### src/rtl/instr_encode_loader.sv
// instr_encode_loader: packs decoded RV32I instruction fields into 32-bit
// words and streams them, tagged with byte addresses, toward an imem write
// port. A single output register gives latency 1 with full throughput.
module instr_encode_loader #(
  parameter int          ADDR_W    = 8,
  parameter int unsigned BASE_ADDR = 0
) (
  input  logic              clk,
  input  logic              rst,
  input  logic              start,
  input  logic [ADDR_W-1:0] count,
  input  logic              in_valid,
  output logic              in_ready,
  input  logic [2:0]        fmt,
  input  logic [2:0]        func3,
  input  logic              func7_b5,
  input  logic [4:0]        rd,
  input  logic [4:0]        rs1,
  input  logic [4:0]        rs2,
  input  logic [31:0]       imm,
  output logic              out_valid,
  input  logic              out_ready,
  output logic [31:0]       out_instr,
  output logic [ADDR_W-1:0] out_addr,
  output logic              busy,
  output logic              done,
  output logic              err
);

  localparam logic [ADDR_W-1:0] BASE = BASE_ADDR[ADDR_W-1:0];
  localparam logic [31:0]       NOP  = 32'h0000_0013;

  typedef enum logic [1:0] {IDLE, LOAD, DRAIN, FINISH} state_t;

  state_t            state_reg, state_next;
  logic [ADDR_W-1:0] remaining_reg;
  logic [ADDR_W-1:0] addr_reg;
  logic              out_valid_reg;
  logic [31:0]       out_instr_reg;
  logic [ADDR_W-1:0] out_addr_reg;
  logic              err_reg;

  logic        accept;
  logic [31:0] enc_word;
  logic        enc_err;
  logic [11:0] imm_i;
  logic [6:0]  f7;
  logic        shift_op;
  logic        imm12_ok;
  logic        shamt_ok;
  logic        upper_ok;
  logic        jal_ok;

  assign in_ready  = (state_reg == LOAD) && (!out_valid_reg || out_ready);
  assign accept    = in_valid && in_ready;
  assign out_valid = out_valid_reg;
  assign out_instr = out_instr_reg;
  assign out_addr  = out_addr_reg;
  assign err       = err_reg;
  assign busy      = (state_reg != IDLE);
  assign done      = (state_reg == FINISH);

  // Immediate legality: a value fits a signed field when all bits above the
  // field's sign bit replicate it.
  assign f7       = func7_b5 ? 7'b0100000 : 7'b0000000;
  assign shift_op = (func3 == 3'd1) || (func3 == 3'd5);
  assign imm12_ok = (imm[31:11] == '0) || (imm[31:11] == '1);
  assign shamt_ok = (imm[31:5] == '0);
  assign upper_ok = (imm[11:0] == '0);
  assign jal_ok   = !imm[0] && ((imm[31:20] == '0) || (imm[31:20] == '1));

  // Field packer: select layout by format, substitute NOP on range error.
  always_comb begin
    enc_word = NOP;
    enc_err  = 1'b0;
    imm_i    = imm[11:0];
    case (fmt)
      3'd0: enc_word = {f7, rs2, rs1, func3, rd, 7'b0110011};
      3'd1: begin
        if (shift_op) begin
          imm_i   = {f7, imm[4:0]};
          enc_err = !shamt_ok;
        end else begin
          enc_err = !imm12_ok;
        end
        enc_word = {imm_i, rs1, func3, rd, 7'b0010011};
      end
      3'd2: begin
        enc_err  = !imm12_ok;
        enc_word = {imm[11:0], rs1, func3, rd, 7'b0000011};
      end
      3'd3: begin
        enc_err  = !imm12_ok;
        enc_word = {imm[11:0], rs1, 3'b000, rd, 7'b1100111};
      end
      3'd4: begin
        enc_err  = !imm12_ok;
        enc_word = {imm[11:5], rs2, rs1, func3, imm[4:0], 7'b0100011};
      end
      3'd5: begin
        enc_err  = !upper_ok;
        enc_word = {imm[31:12], rd, 7'b0110111};
      end
      3'd6: begin
        enc_err  = !upper_ok;
        enc_word = {imm[31:12], rd, 7'b0010111};
      end
      default: begin
        enc_err  = !jal_ok;
        enc_word = {imm[20], imm[10:1], imm[11], imm[19:12], rd, 7'b1101111};
      end
    endcase
    if (enc_err) begin
      enc_word = NOP;
    end
  end

  // State register.
  always_ff @(posedge clk or posedge rst) begin
    if (rst) begin
      state_reg <= IDLE;
    end else begin
      state_reg <= state_next;
    end
  end

  // Next-state logic: a zero-length load goes straight to the done pulse.
  always_comb begin
    state_next = state_reg;
    case (state_reg)
      IDLE: begin
        if (start) begin
          state_next = (count != '0) ? LOAD : FINISH;
        end
      end
      LOAD: begin
        if (accept && (remaining_reg == ADDR_W'(1))) begin
          state_next = DRAIN;
        end
      end
      DRAIN: begin
        if (!out_valid_reg || out_ready) begin
          state_next = FINISH;
        end
      end
      default: state_next = IDLE;
    endcase
  end

  // Datapath: load setup, output register, address/remaining counters, sticky err.
  always_ff @(posedge clk or posedge rst) begin
    if (rst) begin
      remaining_reg <= '0;
      addr_reg      <= BASE;
      out_valid_reg <= 1'b0;
      out_instr_reg <= '0;
      out_addr_reg  <= BASE;
      err_reg       <= 1'b0;
    end else begin
      if ((state_reg == IDLE) && start) begin
        remaining_reg <= count;
        addr_reg      <= BASE;
        err_reg       <= 1'b0;
      end
      if (accept) begin
        out_valid_reg <= 1'b1;
        out_instr_reg <= enc_word;
        out_addr_reg  <= addr_reg;
        addr_reg      <= addr_reg + ADDR_W'(4);
        remaining_reg <= remaining_reg - ADDR_W'(1);
        if (enc_err) begin
          err_reg <= 1'b1;
        end
      end else if (out_ready) begin
        out_valid_reg <= 1'b0;
      end
    end
  end

endmodule
### config.mk
export PLATFORM = sky130hd
export DESIGN_NAME = instr_encode_loader
export DESIGN_NICKNAME = d
export VERILOG_FILES = /design/src/rtl/instr_encode_loader.sv
export SDC_FILE = /design/constraint.sdc
export NUM_CORES = 1
export LEC_CHECK = 0
export BUFFER_PORTS_ARGS = -buffer_cell sky130_fd_sc_hd__buf_4
export CAP_MARGIN = 0
export CORE_MARGIN = 2
export CORE_UTILIZATION = 30
export CTS_CLUSTER_SIZE = 12
export DETAILED_ROUTE_END_ITERATION = 8
export PLACE_DENSITY = 0.58
export SETUP_SLACK_MARGIN = 0.02
export SYNTH_ARGS = -nofsm -noshare
export SYNTH_HDL_FRONTEND = slang
export SYNTH_SLANG_ARGS = --single-unit
export TNS_END_PERCENT = 20
### constraint.sdc
create_clock -name clk -period 2.3 [get_ports clk]
set_input_delay 0.115 -clock clk [delete_from_list [all_inputs] [get_ports clk]]
set_output_delay 0.115 -clock clk [all_outputs]
set_load 0.02 [all_outputs]
==> results.cfg, run 1 <==
[drt]
drt_iter0_markers = 165
wire_per_inst_um = 15.5
drtAntennaViolNets = 0
dr.pass1.iters = 4
dr_total_vias = 3388
routed_wl_um = 10400
drc = 0
via_per_inst = 5.05

[clock_network]
root_buffer = clkbuf_16
cts_buffers = 5
cts_max_level = 2
tritoncts = done
cts_resized = 0
cts.path.max_buffers = 2
clk_pin_slew_worst_paths_ns = 0.07
clk_latency_ns = 0.29
cts.sinks = 55

[timing]
maxSlewHeadroom_pct = 58.3
maxSlewViolCount = 0
finalWorstSetupSlack_ns = 0.258
finClkSkew_ns = 0.00647
finalHoldViolCount = 0
post-route-period-util_pct = 88.8
finalSetupViolCount = 0
rsz0062_at_grt = false
min_period_ns = 2.04
worstMarginPinSlew_ns = 0.619
fmax_ghz = 0.490
hold_ws_ns = 0.0533

[power]
p_leak_nw = 2.38
max-vdd-ir-drop_v = 0.000516
powerDensity_nw_per_um2 = 826

[logic_synthesis]
synth_edf_count = 0
synth.area.top_cells = dfrtp_1 (40%), nand2_1 (8.1%), o31ai_2 (6.6%), o21ai_0 (3.4%), mux2i_1 (3.2%)
avgSynthCellArea_sq_um = 9.08
synth_top_area_cell = dfrtp_1
ys_types = 61
synth-seq-cells = 55
synth_area_sq_um = 3430
yosysTopAreaCellShare_pct = 40.1
synthArstFlopShare_pct = 100
yosysSeqAreaShare_pct = 40.1
syn-instance-count = 378
ys.warnings.count = 0
ys.flop_type = dfrtp_1

[die]
die_area_sq_um = 12300
row_count = 39
core_sq_um = 11300
die_height_um = 111
io_pins = 112
initial_core_util_pct = 30.4
die_w_um = 111

[setup_path]
crit_required_ns = 2.48
max_stage_delay_ns = 0.45
critPathLaunchType = flip-flop
worstSetupPathType = reg -> reg
crit_path_top_delay_cell = or3_1
r2r_slack_ns = 0.26
end_kind = flip-flop
cp_cell_sequence = or3_1 -> nor3_1 -> nand4b_1 -> nand2_1 -> o221ai_1 -> mux2_2
worstPathArrival_ns = 2.22
worstPathMaxFanout = 5

[min_path]
hold_path.class = in -> reg

[global_routing]
overflow = 0
grt_pass1_vias = 3335
grt_first_pass_wirelength_um = 17000
grtUsageTotal_pct = 16.7
antenna_found_initial = 0
grt_max_degree = 31

[finish]
fillers = 1140
nNetsFinal = 602
layout-drive-gt1-share_pct = 40.2
area_growth_pct = 43.3
layout_commonest_cell = buf_4
final_cell_mix = buf_4 (159), nand2_1 (73), dfrtp_1 (55)
fin_cells = 671
num_antenna_cells = 0
largest_register_ffs = 31

[run_status]
status = finished, final reports clean

[placement]
gp_congestion = 0.914
post-place-ws_ns = -0.220
dpl.hpwl_um = 8150
io_buffers = 109
dp_cells = 653

[flow_run]
drv_cap = 0
-- power by group --
part           total, mW  leakage [nW]  internal [mW]  switching [mW]
sequential          1.44         0.729           1.24           0.205
clock              0.745        0.0669          0.403           0.342
combinational       1.88          1.59          0.795            1.08
total               4.06          2.38           2.44            1.63
-- cells by family after synthesis --
kind of cell	share of synthesized area (%)
other cells	0.109
buf+inv	5.32
fa+ha+maj	3.21
mux	3.86
simple gates	21.3
flops	40.1
xor+xnor	0.255
compound gates	25.8
-- Yosys cell counts, types with 6 or more instances --
cell,n
nand2_1,74
dfrtp_1,55
nor2_1,27
clkbuf_1,11
ha_1,8
nand3_1,6
nor3_1,11
buf_4,7
a31oi_1,7
a21oi_1,11
o21ai_0,23
o31ai_2,18
a22oi_1,7
mux2i_1,11
inv_1,13
o22ai_1,7
-- worst max-delay path: cells and delay by family (launching register included) --
kind | cells | cell delay (ns)
AOI/OAI and AO/OA | 1 | 0.16
DFF | 1 | 0.42
muxes | 1 | 0.30
and+or+nand+nor | 4 | 1.06
-- what timing repair did --
action,in CTS,in global routing
hold endpoints to repair,25,0
endpoints found under the setup margin,0,11
hold buffers,1,0
buffers inserted,0,9
-- routing by layer --
metal / vias up / part of all wire [%] / GRT usage (%) / wire (um)
li1: 1675 / - / - / -
met1: 1610 / 46 / 22.6 / 4780
met2: 94 / 48 / 28.5 / 4990
met3: 9 / 4.7 / 2.57 / 488
met4: 0 / 1.0 / 3.17 / 104
met5: - / 0 / 0 / 0
-- area by class of cell --
cell class	count	area (sq um)	share of cell area, %
multi-input cells	287	1880	38.3
flip-flops and latches	55	1380	28.0
repair buffers	164	1280	26.1
well taps	143	179	3.64
clock buffers	6	129	2.62
inverters	14	52.6	1.07
clock inverters	2	12.5	0.254
-- per-stage QoR --
stage	cell area, sq um	power [mW]	setup TNS (ns)	utilization [%]
finish	4920	4.06	0	43.6
global route	4920	4.35	0	43.6
CTS	4840	4.10	0	42.9
detailed placement	4690	3.34	-2.64	41.6
global placement	4690	3.30	-1.15	41.6
floorplan	3440	2.54	0	-
-- path summary, 6_finish.rpt --
kind | cells past startpoint | end | from
worst max-delay path | 6 | state_reg[1] | remaining_reg[2]
worst min-delay path | 3 | remaining_reg[6] | count[6]
worst max register to register | 6 | state_reg[1] | remaining_reg[2]
worst min register to register | 2 | out_addr[5] | out_addr[5]
max in group asynchronous | 4 | out_instr[18] | rst
min in group asynchronous | 3 | out_instr[1] | rst
(Power assumes the default switching activity.)
==> run 2, diff against run 1 <==
Settings changed: CORE_ASPECT_RATIO set to 1.4.
==> results.cfg, run 2 (synthesis gave the netlist of run 1 again) <==
[run_status]
status = finished, final reports clean

[finish]
area_growth_pct = 35.4
layout_commonest_cell = buf_4
num_antenna_cells = 0
fin_util_pct = 41.4
layout-drive-gt1-share_pct = 36.1
regArea_sq_um = 1380
final_cell_mix = buf_4 (128), nand2_1 (73), dfrtp_1 (55)
multi_input_area_sq_um = 1880
largest_register_ffs = 31
nNetsFinal = 568
fillers = 1118

[flow_run]
drv_cap = 0

[setup_path]
cp_cell_sequence = inv_1 -> ha_1 -> and2_1 -> nand2_4 -> buf_4 -> o41ai_2
crit_path_top_delay_cell = dfrtp_1
worstSetupPathType = reg -> reg
r2r_slack_ns = 0.27
max_stage_delay_ns = 0.43
crit_buf_inv = 2
r2r-start = state_reg[1]
rr_endpoint = out_instr[23]
worstPathMaxFanout = 42
critPathTopFamily = simple AND/OR/NAND/NOR gates
end_kind = flip-flop
worstPathArrival_ns = 2.22
crit_required_ns = 2.48
critPathLaunchType = flip-flop
rr_worst_depth = 6

[global_routing]
grt_pass1_vias = 3277
grt_first_pass_wirelength_um = 16300
grt_max_degree = 43
overflow = 0
antenna_found_initial = 0
grtUsageTotal_pct = 16.9

[timing]
rsz0062_at_grt = false
finalSetupViolCount = 0
finalHoldViolCount = 0
finalWorstSetupSlack_ns = 0.268
finClkSkew_ns = 0.00447
worstMarginPinSlew_ns = 0.932
min_period_ns = 2.03
maxSlewHeadroom_pct = 37.7
post-route-period-util_pct = 88.4
hold_ws_ns = 0.0381
fin_setup_tns_ns = 0
maxSlewViolCount = 0
fmax_ghz = 0.492

[drt]
via_per_inst = 5.19
routed_wl_um = 10400
wire_per_inst_um = 16.3
drtAntennaViolNets = 0
dr.pass1.iters = 5
drc = 0
dr_total_vias = 3308
drt_iter0_markers = 129

[min_path]
min_from = count[6]
worstHoldEndpoint = remaining_reg[6]
hold_path.class = in -> reg
whs_path_depth = 3

[clock_network]
cts.sinks = 55
cts.path.max_buffers = 2
clk_pin_slew_worst_paths_ns = 0.07
cts_buffers = 5
tritoncts = done
cts_setup_buffers = 0
root_buffer = clkbuf_16
cts_max_level = 2
clk_latency_ns = 0.29

[die]
die_w_um = 94.4
die_area_sq_um = 12300
die_height_um = 131
io_pins = 112
initial_core_util_pct = 30.6
row_count = 46
core_sq_um = 11200

[power]
powerDensity_nw_per_um2 = 885
p_leak_nw = 2.22
max-vdd-ir-drop_v = 0.000338

[placement]
dpl.hpwl_um = 8190
post-place-ws_ns = 0.0584
gp_congestion = 0.836
io_buffers = 109
-- run 2: worst max path at each step --
stage | startpoint | end | slack, ns | cells after the start
4_1_cts | state_reg[1] | out_instr[24] | 0.25 | 6
5_1_grt | state_reg[1] | out_instr[24] | 0.08 | 6
6_report | state_reg[1] | out_instr[23] | 0.27 | 6
3_3_place_gp | func3[1] | out_instr[30] | 0.12 | 8
2_1_floorplan | state_reg[1] | out_instr[21] | 0.35 | 8
3_5_place_dp | imm[23] | out_instr[28] | 0.06 | 8
-- run 2: per-stage QoR --
step / cells / power (mW) / area [sq um]
after global placement: 629 / 3.24 / 4470
after global routing: 637 / 4.42 / 4650
final: 637 / 4.11 / 4650
after CTS: 637 / 4.17 / 4650
after detailed placement: 629 / 3.28 / 4470
after floorplan: 379 / 2.54 / 3440
-- run 2: layout make-up --
class | count | area share, %
inverter | 14 | 1.13
multi-input combinational | 287 | 40.5
clock inverter | 2 | 0.808
timing repair buffer | 130 | 21.3
clock buffer | 5 | 2.69
tap | 144 | 3.88
sequential | 55 | 29.6
-- run 2: metal layers --
| metal | track usage (%) | share of wire [%] | vias up |
|---|---|---|---|
| met4 | 5.46 | 2.1 | 0 |
| met2 | 31.1 | 53 | 135 |
| met1 | 19.8 | 39 | 1558 |
| li1 | - | - | 1602 |
| met3 | 3.15 | 6.1 | 13 |
| met5 | 0 | 0 | - |
-- run 2: tightest hold or removal path, delay by kind of cell --
| family | cells | cell delay [ns] |
|---|---|---|
| buffers and inverters | 1 | 0.09 |
| AND/OR/NAND/NOR | 1 | 0.06 |
| AO/OA/AOI/OAI | 1 | 0.04 |
-- run 2: repair_timing --
action                                 CTS  global route
setup endpoints to repair                0             0
endpoints found under the hold margin   21             0
gates resized for setup                  0             0
hold buffers                             1             0
-- run 2: power breakdown --
part           switching (mW)  internal [mW]  total (mW)
clock network           0.354          0.508       0.862
logic                    1.06          0.737        1.80
registers               0.210           1.24        1.45
total                    1.63           2.48        4.11
